**src/rtl/exp4_pkg.sv**
```systemverilog
// Shared definitions for the memory-game control unit: state codes,
// the default idle limit and the Moore output decode.
package exp4_pkg;

  localparam int TIMEOUT_DEFAULT = 5000;

  typedef enum logic [3:0] {
    INICIAL     = 4'h0,
    PREPARACAO  = 4'h1,
    ESPERA      = 4'h2,
    REGISTRA    = 4'h4,
    COMPARACAO  = 4'h5,
    PROXIMO     = 4'h6,
    FIM_ACERTOU = 4'hA,
    FIM_TIMEOUT = 4'hD,
    FIM_ERROU   = 4'hE
  } estado_t;

  typedef struct packed {
    logic zeraC;
    logic contaC;
    logic zeraR;
    logic registraR;
    logic pronto;
    logic acertou;
    logic errou;
    logic timeout;
  } saidas_t;

  // Every output is fixed by the state alone.
  function automatic saidas_t decodifica(estado_t e);
    saidas_t s;
    s = '0;
    case (e)
      PREPARACAO: begin
        s.zeraC = 1'b1;
        s.zeraR = 1'b1;
      end
      REGISTRA:   s.registraR = 1'b1;
      PROXIMO:    s.contaC    = 1'b1;
      FIM_ACERTOU: begin
        s.pronto  = 1'b1;
        s.acertou = 1'b1;
      end
      FIM_TIMEOUT: begin
        s.pronto  = 1'b1;
        s.timeout = 1'b1;
      end
      FIM_ERROU: begin
        s.pronto = 1'b1;
        s.errou  = 1'b1;
      end
      default: s = '0;
    endcase
    return s;
  endfunction

endpackage

```
**src/rtl/exp4_unidade_controle_if.sv**
```systemverilog
// Handshake between the control unit (slave side) and the datapath that
// feeds it status and consumes its control strobes (master side).
interface exp4_unidade_controle_if;
  logic       iniciar;
  logic       jogada_feita;
  logic       igual;
  logic       fimC;
  logic       zeraC;
  logic       contaC;
  logic       zeraR;
  logic       registraR;
  logic       pronto;
  logic       acertou;
  logic       errou;
  logic       timeout;
  logic [3:0] db_estado;

  modport master (
    output iniciar, jogada_feita, igual, fimC,
    input  zeraC, contaC, zeraR, registraR, pronto, acertou, errou, timeout, db_estado
  );

  modport slave (
    input  iniciar, jogada_feita, igual, fimC,
    output zeraC, contaC, zeraR, registraR, pronto, acertou, errou, timeout, db_estado
  );
endinterface

```
**src/rtl/exp4_unidade_controle_contador_timeout.sv**
```systemverilog
// Idle-cycle counter for the wait state: saturates at TIMEOUT-1 and flags
// that value as its terminal count.
module contador_timeout #(
  parameter int TIMEOUT = 5000
) (
  input  logic clock,
  input  logic reset,
  input  logic zera_i,
  input  logic conta_i,
  output logic fim_o
);

  localparam int            W      = $clog2(TIMEOUT);
  localparam logic [W-1:0]  ULTIMO = W'(TIMEOUT - 1);

  logic [W-1:0] cnt_q;
  logic [W-1:0] cnt_d;

  // Holding at the terminal value keeps the counter from ever wrapping.
  always_comb begin
    cnt_d = cnt_q;
    if (zera_i)
      cnt_d = '0;
    else if (conta_i && (cnt_q != ULTIMO))
      cnt_d = cnt_q + 1'b1;
  end

  always_ff @(posedge clock or negedge reset) begin
    if (!reset)
      cnt_q <= '0;
    else
      cnt_q <= cnt_d;
  end

  assign fim_o = (cnt_q == ULTIMO);

endmodule

```
**src/rtl/exp4_unidade_controle.sv**
```systemverilog
// Moore control unit for the 16-play memory round: waits for each play,
// compares it, advances the address and reports hit, miss or idle timeout.
module exp4_unidade_controle
  import exp4_pkg::*;
#(
  parameter int TIMEOUT = TIMEOUT_DEFAULT
) (
  input  logic                     clock,
  input  logic                     reset,
  exp4_unidade_controle_if.slave   ctrl
);

  estado_t state_q;
  estado_t state_d;
  saidas_t saidas_q;
  logic    fim_timeout;

  // The idle counter is held clear outside the wait state, so it restarts
  // from zero on every entry into it.
  contador_timeout #(
    .TIMEOUT (TIMEOUT)
  ) u_contador_timeout (
    .clock   (clock),
    .reset   (reset),
    .zera_i  (state_q != ESPERA),
    .conta_i (state_q == ESPERA),
    .fim_o   (fim_timeout)
  );

  always_comb begin
    state_d = state_q;
    case (state_q)
      INICIAL:    if (ctrl.iniciar) state_d = PREPARACAO;
      PREPARACAO: state_d = ESPERA;
      // A play arriving on the last idle cycle takes priority over timeout.
      ESPERA: begin
        if (ctrl.jogada_feita)
          state_d = REGISTRA;
        else if (fim_timeout)
          state_d = FIM_TIMEOUT;
      end
      REGISTRA:   state_d = COMPARACAO;
      COMPARACAO: begin
        if (!ctrl.igual)
          state_d = FIM_ERROU;
        else if (ctrl.fimC)
          state_d = FIM_ACERTOU;
        else
          state_d = PROXIMO;
      end
      PROXIMO:    state_d = ESPERA;
      FIM_ACERTOU, FIM_TIMEOUT, FIM_ERROU:
        if (ctrl.iniciar) state_d = PREPARACAO;
      default:    state_d = INICIAL;
    endcase
  end

  // Outputs are registered from the next state so they line up with state_q.
  always_ff @(posedge clock or negedge reset) begin
    if (!reset) begin
      state_q  <= INICIAL;
      saidas_q <= '0;
    end else begin
      state_q  <= state_d;
      saidas_q <= decodifica(state_d);
    end
  end

  assign ctrl.zeraC     = saidas_q.zeraC;
  assign ctrl.contaC    = saidas_q.contaC;
  assign ctrl.zeraR     = saidas_q.zeraR;
  assign ctrl.registraR = saidas_q.registraR;
  assign ctrl.pronto    = saidas_q.pronto;
  assign ctrl.acertou   = saidas_q.acertou;
  assign ctrl.errou     = saidas_q.errou;
  assign ctrl.timeout   = saidas_q.timeout;
  assign ctrl.db_estado = state_q;

endmodule

```
**src/flat_wrapper.sv**
```systemverilog
// flat-port wrapper written by rule: the top's interface ports become plain ports
module exp4_unidade_controle_flat import exp4_pkg::*;
#(
  parameter int TIMEOUT = TIMEOUT_DEFAULT
)
  (clock, reset, ctrl_iniciar, ctrl_jogada_feita, ctrl_igual, ctrl_fimC, ctrl_zeraC, ctrl_contaC, ctrl_zeraR, ctrl_registraR, ctrl_pronto, ctrl_acertou, ctrl_errou, ctrl_timeout, ctrl_db_estado);
  exp4_unidade_controle_if ctrl_i ();
  input  logic clock;
  input  logic reset;
  input wire logic [$bits(ctrl_i.iniciar)-1:0] ctrl_iniciar;
  input wire logic [$bits(ctrl_i.jogada_feita)-1:0] ctrl_jogada_feita;
  input wire logic [$bits(ctrl_i.igual)-1:0] ctrl_igual;
  input wire logic [$bits(ctrl_i.fimC)-1:0] ctrl_fimC;
  output wire logic [$bits(ctrl_i.zeraC)-1:0] ctrl_zeraC;
  output wire logic [$bits(ctrl_i.contaC)-1:0] ctrl_contaC;
  output wire logic [$bits(ctrl_i.zeraR)-1:0] ctrl_zeraR;
  output wire logic [$bits(ctrl_i.registraR)-1:0] ctrl_registraR;
  output wire logic [$bits(ctrl_i.pronto)-1:0] ctrl_pronto;
  output wire logic [$bits(ctrl_i.acertou)-1:0] ctrl_acertou;
  output wire logic [$bits(ctrl_i.errou)-1:0] ctrl_errou;
  output wire logic [$bits(ctrl_i.timeout)-1:0] ctrl_timeout;
  output wire logic [$bits(ctrl_i.db_estado)-1:0] ctrl_db_estado;
  assign ctrl_i.iniciar = ctrl_iniciar;
  assign ctrl_i.jogada_feita = ctrl_jogada_feita;
  assign ctrl_i.igual = ctrl_igual;
  assign ctrl_i.fimC = ctrl_fimC;
  assign ctrl_zeraC = ctrl_i.zeraC;
  assign ctrl_contaC = ctrl_i.contaC;
  assign ctrl_zeraR = ctrl_i.zeraR;
  assign ctrl_registraR = ctrl_i.registraR;
  assign ctrl_pronto = ctrl_i.pronto;
  assign ctrl_acertou = ctrl_i.acertou;
  assign ctrl_errou = ctrl_i.errou;
  assign ctrl_timeout = ctrl_i.timeout;
  assign ctrl_db_estado = ctrl_i.db_estado;
  exp4_unidade_controle #(.TIMEOUT(TIMEOUT)) u_core (.clock(clock), .reset(reset), .ctrl(ctrl_i));
endmodule
```
**config.mk**
```make
export PLATFORM = sky130hd
export DESIGN_NAME = exp4_unidade_controle_flat
export DESIGN_NICKNAME = d
export VERILOG_FILES = /design/src/rtl/exp4_pkg.sv /design/src/rtl/exp4_unidade_controle_if.sv /design/src/rtl/exp4_unidade_controle_contador_timeout.sv /design/src/rtl/exp4_unidade_controle.sv /design/src/flat_wrapper.sv
export SDC_FILE = /design/constraint.sdc
export NUM_CORES = 1
export LEC_CHECK = 0
export ABC_AREA = 1
export BUFFER_PORTS_ARGS = -buffer_cell sky130_fd_sc_hd__buf_2
export CELL_PAD_IN_SITES_DETAIL_PLACEMENT = 0
export CELL_PAD_IN_SITES_GLOBAL_PLACEMENT = 2
export CORE_MARGIN = 2
export CORE_UTILIZATION = 28
export CTS_CLUSTER_DIAMETER = 30
export DETAILED_ROUTE_END_ITERATION = 8
export PLACE_DENSITY_LB_ADDON = 0.1
export REMOVE_ABC_BUFFERS = 1
export SYNTH_ARGS = -nofsm -noshare
export SYNTH_HDL_FRONTEND = slang
export SYNTH_HIERARCHICAL = 1
export SYNTH_SLANG_ARGS = --single-unit
```
**constraint.sdc**
```tcl
create_clock -name clock -period 1.7 [get_ports clock]
set_input_delay 0.085 -clock clock [delete_from_list [all_inputs] [get_ports clock]]
set_output_delay 0.085 -clock clock [all_outputs]
set_load 0.05 [all_outputs]
```
==> reports/metrics.cfg, run 1 <==
[critical_path]
path_max_fanout = 5
cp-start-kind = register
r2r_end = u_core/ctrl.contaC
cp.arrival_ps = 1720
crit_end = u_core/ctrl.contaC
startpoint = u_core/u_contador_timeout/cnt_q[0]
end_kind = register
crit_required_ps = 1850
ff2ff_setup_slack_ps = 130
reg2regPathDepth = 12
reg2reg_from = u_core/u_contador_timeout/cnt_q[0]
crit_type = register to register

[clocking]
clock_path_buffers = 2
cts-root-buf = clkbuf_8
numCtsBuffers = 3
tritoncts = yes
clock_sinks = 24
htree_levels = 1
cts.reportedPaths.clkPinSlew_ps = 90
clkLatencyLatePin_ps = 270

[synth]
ys_top_cells_by_area = dfrtp_1 40%, nand2_1 20%, nor2_1 8.8%, inv_1 7.5%, nand3_1 4.0%
ys.warnings.count = 6
netlist_instances = 222
synth_cell_types = 23
ys_ff_latch = 24
synth.avg_cell_area_um2 = 6.74
synthDominantCellAreaShare_pct = 40.1
yosysTopAreaCell = dfrtp_1
yosysSeqAreaShare_pct = 40.1
syn_area_um2 = 1500

[die]
start_util_pct = 29.1
io_pins = 18
core-area_um2 = 5140
die_area_um2 = 5950
row_count = 26
die_w_um = 77.1
fp.dieH_um = 77.1

[timing]
fin_skew_ps = 2.18
fin_crit_ps = 1570
slew_headroom_pct = 60.5
timing.fmax_mhz = 638
maxSlewViolCount = 0
setup_viol = 0
hold_viol = 0
finalCritPeriodShare_pct = 92.2
hold_slack_ps = 153
tightestPinTransition_ps = 592
setup_tns_ps = 0
rsz0062_at_grt = yes

[detailed_routing]
drtAntennaViolNets = 0
vias = 1410
avgViaCountPerCell = 4.27
wl_mm = 3.93
drc = 0
first_pass_iters = 4
wl_per_cell_um = 11.9
first_iter_violations = 36

[power_and_ir_drop]
p_total_w = 0.00246
ir_worst_vdd_uv = 910
leakagePower_nw = 1.00
powerDensity_nw_per_um2 = 1290

[place]
io_buffers = 17
dpl.hpwl_mm = 3.02
routabilityCongestion = 0.728
post_dp_cell_area_um2 = 1780

[flow_run]
cap_violations = 0

[cells_and_area]
antenna_cells = 0
fin_area_um2 = 1900
drive_gt1_share_pct = 25.4
fillers = 585
syn_to_final_growth_pct = 27.3
nNetsFinal = 269

[grt]
track_usage_pct = 14.1
grt_pass1_wl_mm = 6.47
grt_pass1_vias = 1334
grt_max_degree = 25
grt.overflow.total = 0
antenna_found_initial = 0

[run_status]
status = finished, final reports clean

[min_path]
hold_path_class = primary input to register

## critical path: stages, from the launching register on
cell	delay, ps
dfrtp_1	390
ha_2	190
nand2_2	50
nor2_2	40
nand3_2	70
inv_2	40
or2_4	220
nand2_2	50
nand2_1	40
nor2_1	120
nand2_2	110
nand2_2	90
nor2_1	40
## synthesized netlist by cell type (all sizes together)
cell     n
nand2   86
nor2    39
inv     32
dfrtp   24
nand3   14
nand4    8
o21ai    4
xor2     4
a21oi    3
buf      3
ha       2
clkinv   1
nor3     1
or2      1
## registers in the layout (all words and copies together) (netlist names)
signal                           count
u_core/ctrl.contaC                   1
u_core/ctrl.db_estado                4
u_core/ctrl.errou                    1
u_core/ctrl.pronto                   1
u_core/ctrl.timeout                  1
u_core/ctrl.registraR                1
u_core/u_contador_timeout/cnt_q     13
u_core/ctrl.zeraR                    1
u_core/ctrl.acertou                  1
## per-stage QoR
stage | util, % | std cells | setup WS (ps)
2_1_floorplan | - | 219 | -111
3_3_place_gp | 34.7 | 323 | 23.8
3_5_place_dp | 34.7 | 323 | -13.6
4_1_cts | 36.6 | 329 | 4.88
5_1_grt | 37.0 | 330 | 4.77
6_report | 37.0 | 330 | 132
## power by group
| group | leakage (nW) | internal, W | switching (W) | total, W |
|---|---|---|---|---|
| combinational | 0.639 | 0.000347 | 0.000887 | 0.00123 |
| sequential | 0.329 | 0.000659 | 0.0000570 | 0.000716 |
| clock | 0.0357 | 0.000315 | 0.000199 | 0.000514 |
## logic make-up (layout without fill, tap and decap cells)
logic type	count (synthesis)	in the layout	share of synthesized area, %
and+or+nand+nor	149	149	42.6
xor gates and xnor gates	4	4	2.34
DFF	24	24	40.1
adders and majority gates	2	2	1.67
AOI/OAI and AO/OA	7	7	3.09
buffers and inverters	36	74	10.1
## cell type report
type	instances	area (um2)	area share, %
Inverter	33	125	6.57
Timing Repair Buffer	37	250	13.1
Tap cell	70	87.6	4.60
Multi-Input combinational cell	162	769	40.4
Clock buffer	3	41.3	2.17
Clock inverter	1	30.0	1.58
Sequential cell	24	601	31.5
## worst min-delay path by stage
stage                     depth (start not counted)    startpoint                                  end
after global placement                            1         reset  u_core/u_contador_timeout/cnt_q[12]
after global routing                              4  ctrl_iniciar                   u_core/ctrl.pronto
after detailed placement                          1         reset   u_core/u_contador_timeout/cnt_q[7]
after CTS                                         4  ctrl_iniciar                   u_core/ctrl.pronto
final                                             4  ctrl_iniciar                   u_core/ctrl.pronto
after floorplan                                   0         reset                  u_core/ctrl.acertou
## layer usage
metal  global-route usage (%)  wire length [um]  vias up
met3                     2.35               116        5
met4                     4.46                65        0
met2                     24.3              1980       20
met1                     18.0              1770      633
li1                         -                 -      752
met5                        0                 0        -
## placed cells by master (no fill, tap or decap), drive strengths merged
| master | count |
|---|---|
| buf | 36 |
| or2 | 1 |
| nand4 | 8 |
| dfrtp | 24 |
| dlygate4sd3 | 1 |
| clkinv | 1 |
| ha | 2 |
| nor2 | 39 |
| clkbuf | 3 |
| o21ai | 4 |
| bufinv | 1 |
| xor2 | 4 |
| a21oi | 3 |
| inv | 32 |
| nand2 | 86 |
| nand3 | 14 |
| nor3 | 1 |
## repair_timing
action | 4_1_cts | 5_1_grt
endpoints found under the hold margin | 24 | 0
pin swaps | 3 | 8
gates resized for setup | 3 | 7
endpoints found under the setup margin | 4 | 6
buffers inserted | 1 | 1
hold buffers | 1 | 0
No activity file was read; power rests on OpenSTA's default activity.
==> inputs of run 2 (changes only) <==
--- a/config.mk
+++ b/config.mk
@@ -10,12 +10,11 @@
 export CELL_PAD_IN_SITES_DETAIL_PLACEMENT = 0
 export CELL_PAD_IN_SITES_GLOBAL_PLACEMENT = 2
 export CORE_MARGIN = 2
-export CORE_UTILIZATION = 28
+export CORE_UTILIZATION = 29
 export CTS_CLUSTER_DIAMETER = 30
 export DETAILED_ROUTE_END_ITERATION = 8
 export PLACE_DENSITY_LB_ADDON = 0.1
 export REMOVE_ABC_BUFFERS = 1
 export SYNTH_ARGS = -nofsm -noshare
 export SYNTH_HDL_FRONTEND = slang
-export SYNTH_HIERARCHICAL = 1
 export SYNTH_SLANG_ARGS = --single-unit
==> run 2 against run 1 <==
Cell area is 20% lower. Largest power group unchanged. Cell count is 26% lower. Combinational power is 20% lower. Routed wire length is 27% lower. Non-clock buffer count is 17 lower. Die area is 15% lower. Via count is 21% lower.
==> reports/metrics.cfg, run 2 <==
[run_status]
status = finished, final reports clean  ; unchanged

[synth]
synth_edf_count = 0  ; unchanged
netlist_instances = 169  ; was 222
synth.avg_cell_area_um2 = 7.72  ; was 6.74 um2
async_flop_share_pct = 100  ; unchanged
yosysMostFrequentCell = nand2_1  ; unchanged
syn_area_um2 = 1310  ; was 1500 um2
synth-main-ff-cell = dfrtp_1  ; unchanged
yosysTopAreaCell = dfrtp_1  ; unchanged
ys_top_cells_by_count = 40 x nand2_1, 24 x dfrtp_1, 23 x nor2_1, 18 x inv_1, 11 x nand2_2  ; was 81 x nand2_1, 35 x nor2_1, 30 x inv_1, 24 x dfrtp_1, 12 x nand3_1
synthDominantCellAreaShare_pct = 46.0  ; was 40.1%
ys_top_cells_by_area = dfrtp_1 46%, nand2_1 12%, nor2_1 6.6%, nand2_2 5.3%, inv_1 5.2%  ; was dfrtp_1 40%, nand2_1 20%, nor2_1 8.8%, inv_1 7.5%, nand3_1 4.0%
ys.warnings.count = 0  ; was 6
yosysSeqAreaShare_pct = 46.0  ; was 40.1%
synth_cell_types = 23  ; unchanged
ys_ff_latch = 24  ; unchanged

[cells_and_area]
antenna_cells = 0  ; unchanged
syn_to_final_growth_pct = 17.1  ; was 27.3%
nNetsFinal = 199  ; was 269
largest_reg_flops = 13  ; unchanged
fillers = 468  ; was 585
fin_util_pct = 35.1  ; was 37.0%
final_cell_mix = 40 x nand2_1, 24 x dfrtp_1, 22 x nor2_1, 18 x inv_1, 17 x buf_2  ; was 76 x nand2_1, 34 x nor2_1, 29 x inv_1, 24 x dfrtp_1, 18 x buf_4
layout.cells.most_common = nand2_1  ; unchanged
drive_gt1_share_pct = 27.7  ; was 25.4%
top_register = u_core.u_contador_timeout.cnt_q  ; was u_core/u_contador_timeout/cnt_q

[clocking]
cts_setup_buffers = 0  ; was 1
clkLatencyLatePin_ps = 260  ; was 270 ps
cts-root-buf = clkbuf_8  ; unchanged
clock_sinks = 24  ; unchanged
clock_path_buffers = 2  ; unchanged
htree_levels = 1  ; unchanged
cts.reportedPaths.clkPinSlew_ps = 90  ; about the same
numCtsBuffers = 3  ; unchanged
tritoncts = yes  ; unchanged

[flow_run]
cap_violations = 0  ; unchanged

[critical_path]
slowest_delay_ps = 390  ; about the same
cp.arrival_ps = 1700  ; was 1720 ps
ff2ff_setup_slack_ps = 190  ; was 130 ps
path_max_fanout = 8  ; was 5
path_delay_family = simple AND/OR/NAND/NOR gates  ; unchanged
path_buf_inv = 1  ; unchanged
cp-start-kind = register  ; unchanged
cpMostUsedCell = nand2_1  ; was nand2_2
end_kind = register  ; unchanged
crit_required_ps = 1890  ; was 1850 ps
cp_cell_sequence = ha_1, nand2_1, nor2_4, nand3_4, nand2_1, nand2_1, nand2_2, inv_1, nor2_1  ; was ha_2, nand2_2, nor2_2, nand3_2, inv_2, or2_4, nand2_2, nand2_1, nor2_1, nand2_2, nand2_2, nor2_1
crit_type = register to register  ; unchanged
critPathSlowestCell = dfrtp_1  ; unchanged

[detailed_routing]
avgViaCountPerCell = 4.58  ; was 4.27
wl_mm = 2.89  ; was 3.93 mm
vias = 1113  ; was 1410
first_iter_violations = 43  ; was 36
drc = 0  ; unchanged
drtAntennaViolNets = 0  ; unchanged
wl_per_cell_um = 11.9  ; about the same
first_pass_iters = 4  ; unchanged

[place]
routabilityCongestion = 0.768  ; was 0.728
dpl.hpwl_mm = 2.23  ; was 3.02 mm
io_buffers = 17  ; unchanged

[die]
fp.dieH_um = 71.1  ; was 77.1 um
row_count = 24  ; was 26
core-area_um2 = 4350  ; was 5140 um2
die_w_um = 71.1  ; was 77.1 um
start_util_pct = 30.0  ; was 29.1%
die_area_um2 = 5050  ; was 5950 um2
io_pins = 18  ; unchanged

[timing]
fin_skew_ps = 5.29  ; was 2.18 ps
finalCritPeriodShare_pct = 89.1  ; was 92.2%
timing.fmax_mhz = 660  ; was 638 MHz
rsz0062_at_grt = no  ; was yes
setup_viol = 0  ; unchanged
tightestPinTransition_ps = 562  ; was 592 ps
hold_viol = 0  ; unchanged
maxSlewViolCount = 0  ; unchanged
setup_tns_ps = 0  ; unchanged
fin_crit_ps = 1510  ; was 1570 ps
slew_headroom_pct = 62.6  ; was 60.5%

[grt]
track_usage_pct = 12.8  ; was 14.1%
grt.overflow.total = 0  ; unchanged
grt_max_degree = 25  ; unchanged
antenna_found_initial = 0  ; unchanged
grt_pass1_wl_mm = 5.22  ; was 6.47 mm
grt_pass1_vias = 1070  ; was 1334

[min_path]
hold_path_class = primary input to register  ; unchanged

[power_and_ir_drop]
leakagePower_nw = 0.761  ; was 1.00 nW
powerDensity_nw_per_um2 = 1380  ; was 1290 nW/um2
ir_worst_vdd_uv = 919  ; was 910 uV

run 2: changes by cell type in the layout (fill, tap and decap cells not counted), sizes merged, moves of 3 or more:
cell / delta
o21ai: +3
nand4: -5
nor3: +4
nor2: -10
a21oi: +7
nand3: -7
inv: -7
xor2: -3
buf: -17
nand2: -35
run 2: routing by layer:
layer  track usage, %  share of wire, %
met5                0                 0
met4             1.26              0.66
met3             2.99               2.7
met2             20.4                45
met1             18.7                51
run 2: kinds of logic after synthesis:
| logic type | count (synthesis) | share of synthesized area [%] |
|---|---|---|
| xor gates and xnor gates | 1 | 0.671 |
| buffers and inverters | 27 | 8.34 |
| and+or+nand+nor | 97 | 35.9 |
| AOI/OAI and AO/OA | 19 | 8.15 |
| adders and majority gates | 1 | 0.959 |
| DFF | 24 | 46.0 |
run 2: path summary, 6_finish.rpt:
| kind | depth (start not counted) | endpoint | startpoint |
|---|---|---|---|
| setup / recovery | 9 | u_core.ctrl.timeout | u_core.u_contador_timeout.cnt_q[0] |
| hold / removal | 4 | u_core.ctrl.db_estado[3] | ctrl_jogada_feita |
| setup reg to reg | 9 | u_core.ctrl.timeout | u_core.u_contador_timeout.cnt_q[0] |
| hold reg to reg | 1 | u_core.u_contador_timeout.cnt_q[10] | u_core.u_contador_timeout.cnt_q[10] |
| max in group asynchronous | 2 | u_core.u_contador_timeout.cnt_q[10] | reset |
| min in group asynchronous | 2 | u_core.u_contador_timeout.cnt_q[3] | reset |
run 2: final cells by class:
cell class / instances / area (um2) / area share (%)
Sequential cell: 24 / 601 / 39.3
Multi-Input combinational cell: 118 / 603 / 39.5
Timing Repair Buffer: 20 / 110 / 7.21
Clock buffer: 4 / 55.1 / 3.60
Tap cell: 52 / 65.1 / 4.26
Inverter: 25 / 93.8 / 6.14
run 2: worst register-to-register path, stage by stage (launching register included):
cell and delay (ps):
dfrtp_1 390, ha_1 230, nand2_1 110, nor2_4 120, nand3_4 140, nand2_1 90
nand2_1 90, nand2_2 110, inv_1 40, nor2_1 110
run 2: repair_timing:
item / in CTS / in global routing
hold buffers: 1 / 0
endpoints found under the setup margin: 0 / 2
gates resized for setup: 0 / 2
endpoints found under the hold margin: 24 / 0
run 2: power breakdown:
group          internal, W  switching [W]
logic             0.000252       0.000728
clock network     0.000206       0.000175
registers         0.000663      0.0000875
run 2: through the flow:
stage | hold WS (ps) | worst slack (ps) | instances | cell area, um2 | total power (W)
floorplan | -211 | 149 | 167 | 1290 | 0.00149
global placement | 117 | 168 | 238 | 1460 | 0.00175
detailed placement | 113 | 165 | 238 | 1460 | 0.00174
CTS | 186 | 140 | 243 | 1520 | 0.00214
global route | 219 | 12.7 | 243 | 1530 | 0.00227
finish | 198 | 186 | 243 | 1530 | 0.00211
==> inputs of run 3 (changes only) <==
--- a/config.mk
+++ b/config.mk
@@ -9,7 +9,8 @@
 export BUFFER_PORTS_ARGS = -buffer_cell sky130_fd_sc_hd__buf_2
 export CELL_PAD_IN_SITES_DETAIL_PLACEMENT = 0
 export CELL_PAD_IN_SITES_GLOBAL_PLACEMENT = 2
-export CORE_MARGIN = 2
+export CORE_ASPECT_RATIO = 1.25
+export CORE_MARGIN = 4
 export CORE_UTILIZATION = 29
 export CTS_CLUSTER_DIAMETER = 30
 export DETAILED_ROUTE_END_ITERATION = 8
==> run 3 against run 2 <==
Die area grew 12%. Routed wire length shrank 2.8%. Cell area grew 0.74%. Maximum frequency grew 2.8%. Cell count grew 2.1%. Count of clock-buffer cells in the layout shrank 1. Sequential share of layout area shrank 0.29 points. Largest cell class is now sequential cells.
==> reports/metrics.cfg, run 3 (synthesis gave the netlist of run 2 again) <==
[critical_path]
path_max_fanout = 5  ; was 8
crit_type = register to register  ; unchanged
reg2regPathDepth = 8  ; was 9
ff2ff_setup_slack_ps = 230  ; was 190 ps
cp-start-kind = register  ; unchanged
r2r_end = u_core.u_contador_timeout.cnt_q[12]  ; was u_core.ctrl.timeout
startpoint = u_core.u_contador_timeout.cnt_q[1]  ; was u_core.u_contador_timeout.cnt_q[0]
cp.arrival_ps = 1630  ; was 1700 ps
end_kind = register  ; unchanged
crit_required_ps = 1860  ; was 1890 ps
reg2reg_from = u_core.u_contador_timeout.cnt_q[1]  ; was u_core.u_contador_timeout.cnt_q[0]

[cells_and_area]
top_register = u_core.u_contador_timeout.cnt_q  ; unchanged
stdcell_count = 248  ; was 243
drive_gt1_share_pct = 26.8  ; was 27.7%
fin_util_pct = 35.0  ; was 35.1%
fillers = 477  ; was 468
largest_reg_flops = 13  ; unchanged
layout.cells.most_common = nand2_1  ; unchanged
antenna_cells = 0  ; unchanged
syn_to_final_growth_pct = 17.9  ; was 17.1%
nNetsFinal = 198  ; was 199
final_cell_mix = 40 x nand2_1, 24 x dfrtp_1, 23 x nor2_1, 18 x inv_1, 17 x buf_2  ; was 40 x nand2_1, 24 x dfrtp_1, 22 x nor2_1, 18 x inv_1, 17 x buf_2

[clocking]
cts.reportedPaths.clkPinSlew_ps = 90  ; about the same
cts-root-buf = clkbuf_8  ; unchanged
numCtsBuffers = 3  ; unchanged
clkLatencyLatePin_ps = 260  ; about the same
tritoncts = yes  ; unchanged
htree_levels = 1  ; unchanged
clock_sinks = 24  ; unchanged
clock_path_buffers = 2  ; unchanged

[detailed_routing]
wl_per_cell_um = 11.3  ; was 11.9 um
drc = 0  ; unchanged
wl_mm = 2.81  ; was 2.89 mm
vias = 1088  ; was 1113
drtAntennaViolNets = 0  ; unchanged
first_iter_violations = 24  ; was 43
avgViaCountPerCell = 4.39  ; was 4.58
first_pass_iters = 4  ; unchanged

[power_and_ir_drop]
powerDensity_nw_per_um2 = 1450  ; was 1380 nW/um2
p_total_w = 0.00222  ; was 0.00211 W
leakagePower_nw = 0.760  ; was 0.761 nW
ir_worst_vdd_uv = 870  ; was 919 uV

[die]
die_w_um = 68  ; was 71.1 um
core-area_um2 = 4390  ; was 4350 um2
fp.dieH_um = 83  ; was 71.1 um
io_pins = 18  ; unchanged
die_area_um2 = 5640  ; was 5050 um2
row_count = 27  ; was 24
start_util_pct = 29.7  ; was 30.0%

[grt]
grt_pass1_vias = 1123  ; was 1070
grt_max_degree = 25  ; unchanged
antenna_found_initial = 0  ; unchanged
grt.overflow.total = 0  ; unchanged
track_usage_pct = 11.4  ; was 12.8%
grt_pass1_wl_mm = 5.03  ; was 5.22 mm

[timing]
timing.fmax_mhz = 679  ; was 660 MHz
setup_tns_ps = 0  ; unchanged
tightestPinTransition_ps = 550  ; was 562 ps
fin_skew_ps = 2.68  ; was 5.29 ps
rsz0062_at_grt = no  ; unchanged
layout_setup_ws_ps = 226  ; was 186 ps
finalCritPeriodShare_pct = 86.7  ; was 89.1%
hold_viol = 0  ; unchanged
fin_crit_ps = 1470  ; was 1510 ps
setup_viol = 0  ; unchanged
slew_headroom_pct = 63.3  ; was 62.6%
maxSlewViolCount = 0  ; unchanged

[flow_run]
cap_violations = 0  ; unchanged

[min_path]
hold_path_class = primary input to register  ; unchanged
hold_depth = 4  ; unchanged
hold_end = u_core.ctrl.pronto  ; was u_core.ctrl.db_estado[3]
hp-start = ctrl_jogada_feita  ; unchanged

[place]
dpl.hpwl_mm = 2.29  ; was 2.23 mm
dp_slack_ps = 181  ; was 165 ps
routabilityCongestion = 0.750  ; was 0.768
io_buffers = 17  ; unchanged
dp.cells = 242  ; was 238

[run_status]
status = finished, final reports clean  ; unchanged

run 3: what timing repair did:
item,CTS,global route
resized for setup,0,1
hold buffers,1,0
setup endpoints to repair,0,2
buffers inserted,0,1
hold endpoints to repair,24,0
run 3: worst max path at each step:
| stage | depth (start not counted) | to | slack, ps |
|---|---|---|---|
| final | 8 | u_core.u_contador_timeout.cnt_q[12] | 230 |
| after global routing | 8 | u_core.u_contador_timeout.cnt_q[12] | 6 |
| after global placement | 7 | u_core.ctrl.registraR | 190 |
| after floorplan | 9 | u_core.ctrl.contaC | 150 |
| after detailed placement | 9 | u_core.ctrl.contaC | 180 |
| after CTS | 8 | u_core.u_contador_timeout.cnt_q[12] | 160 |
run 3: stage by stage:
stage               hold slack (ps)  cell area, um2
floorplan                      -211            1290
global placement                104            1450
detailed placement              108            1450
CTS                             169            1530
global route                    184            1540
finish                          169            1540
run 3: worst max-delay path, cell delays in order (launching register included):
cell     delay (ps)
dfrtp_1         380
ha_2            220
nand3_1         100
nor2_1          150
nand2_1          80
nor2_1          160
nand2_1          90
xor2_1          140
nor2_1           50
run 3: cell type report:
type	count	area, um2	area share [%]
well taps	58	72.6	4.72
repair buffers	19	103	6.67
inverters	25	93.8	6.10
multi-input cells	118	598	38.9
flip-flops and latches	24	601	39.0
clock buffers	3	41.3	2.68
clock inverters	1	30.0	1.95
run 3: routing by layer:
| layer | GRT usage [%] | wire length [um] | vias up |
|---|---|---|---|
| met4 | 3.80 | 22 | 0 |
| li1 | - | - | 567 |
| met1 | 12.8 | 1120 | 507 |
| met2 | 20.4 | 1580 | 12 |
| met3 | 2.30 | 88 | 2 |
| met5 | 0 | 0 | - |
run 3: power by group:
group | internal, W | total (W) | switching, W
Clock | 0.000315 | 0.000504 | 0.000189
Combinational | 0.000253 | 0.000975 | 0.000723
Sequential | 0.000662 | 0.000745 | 0.0000821
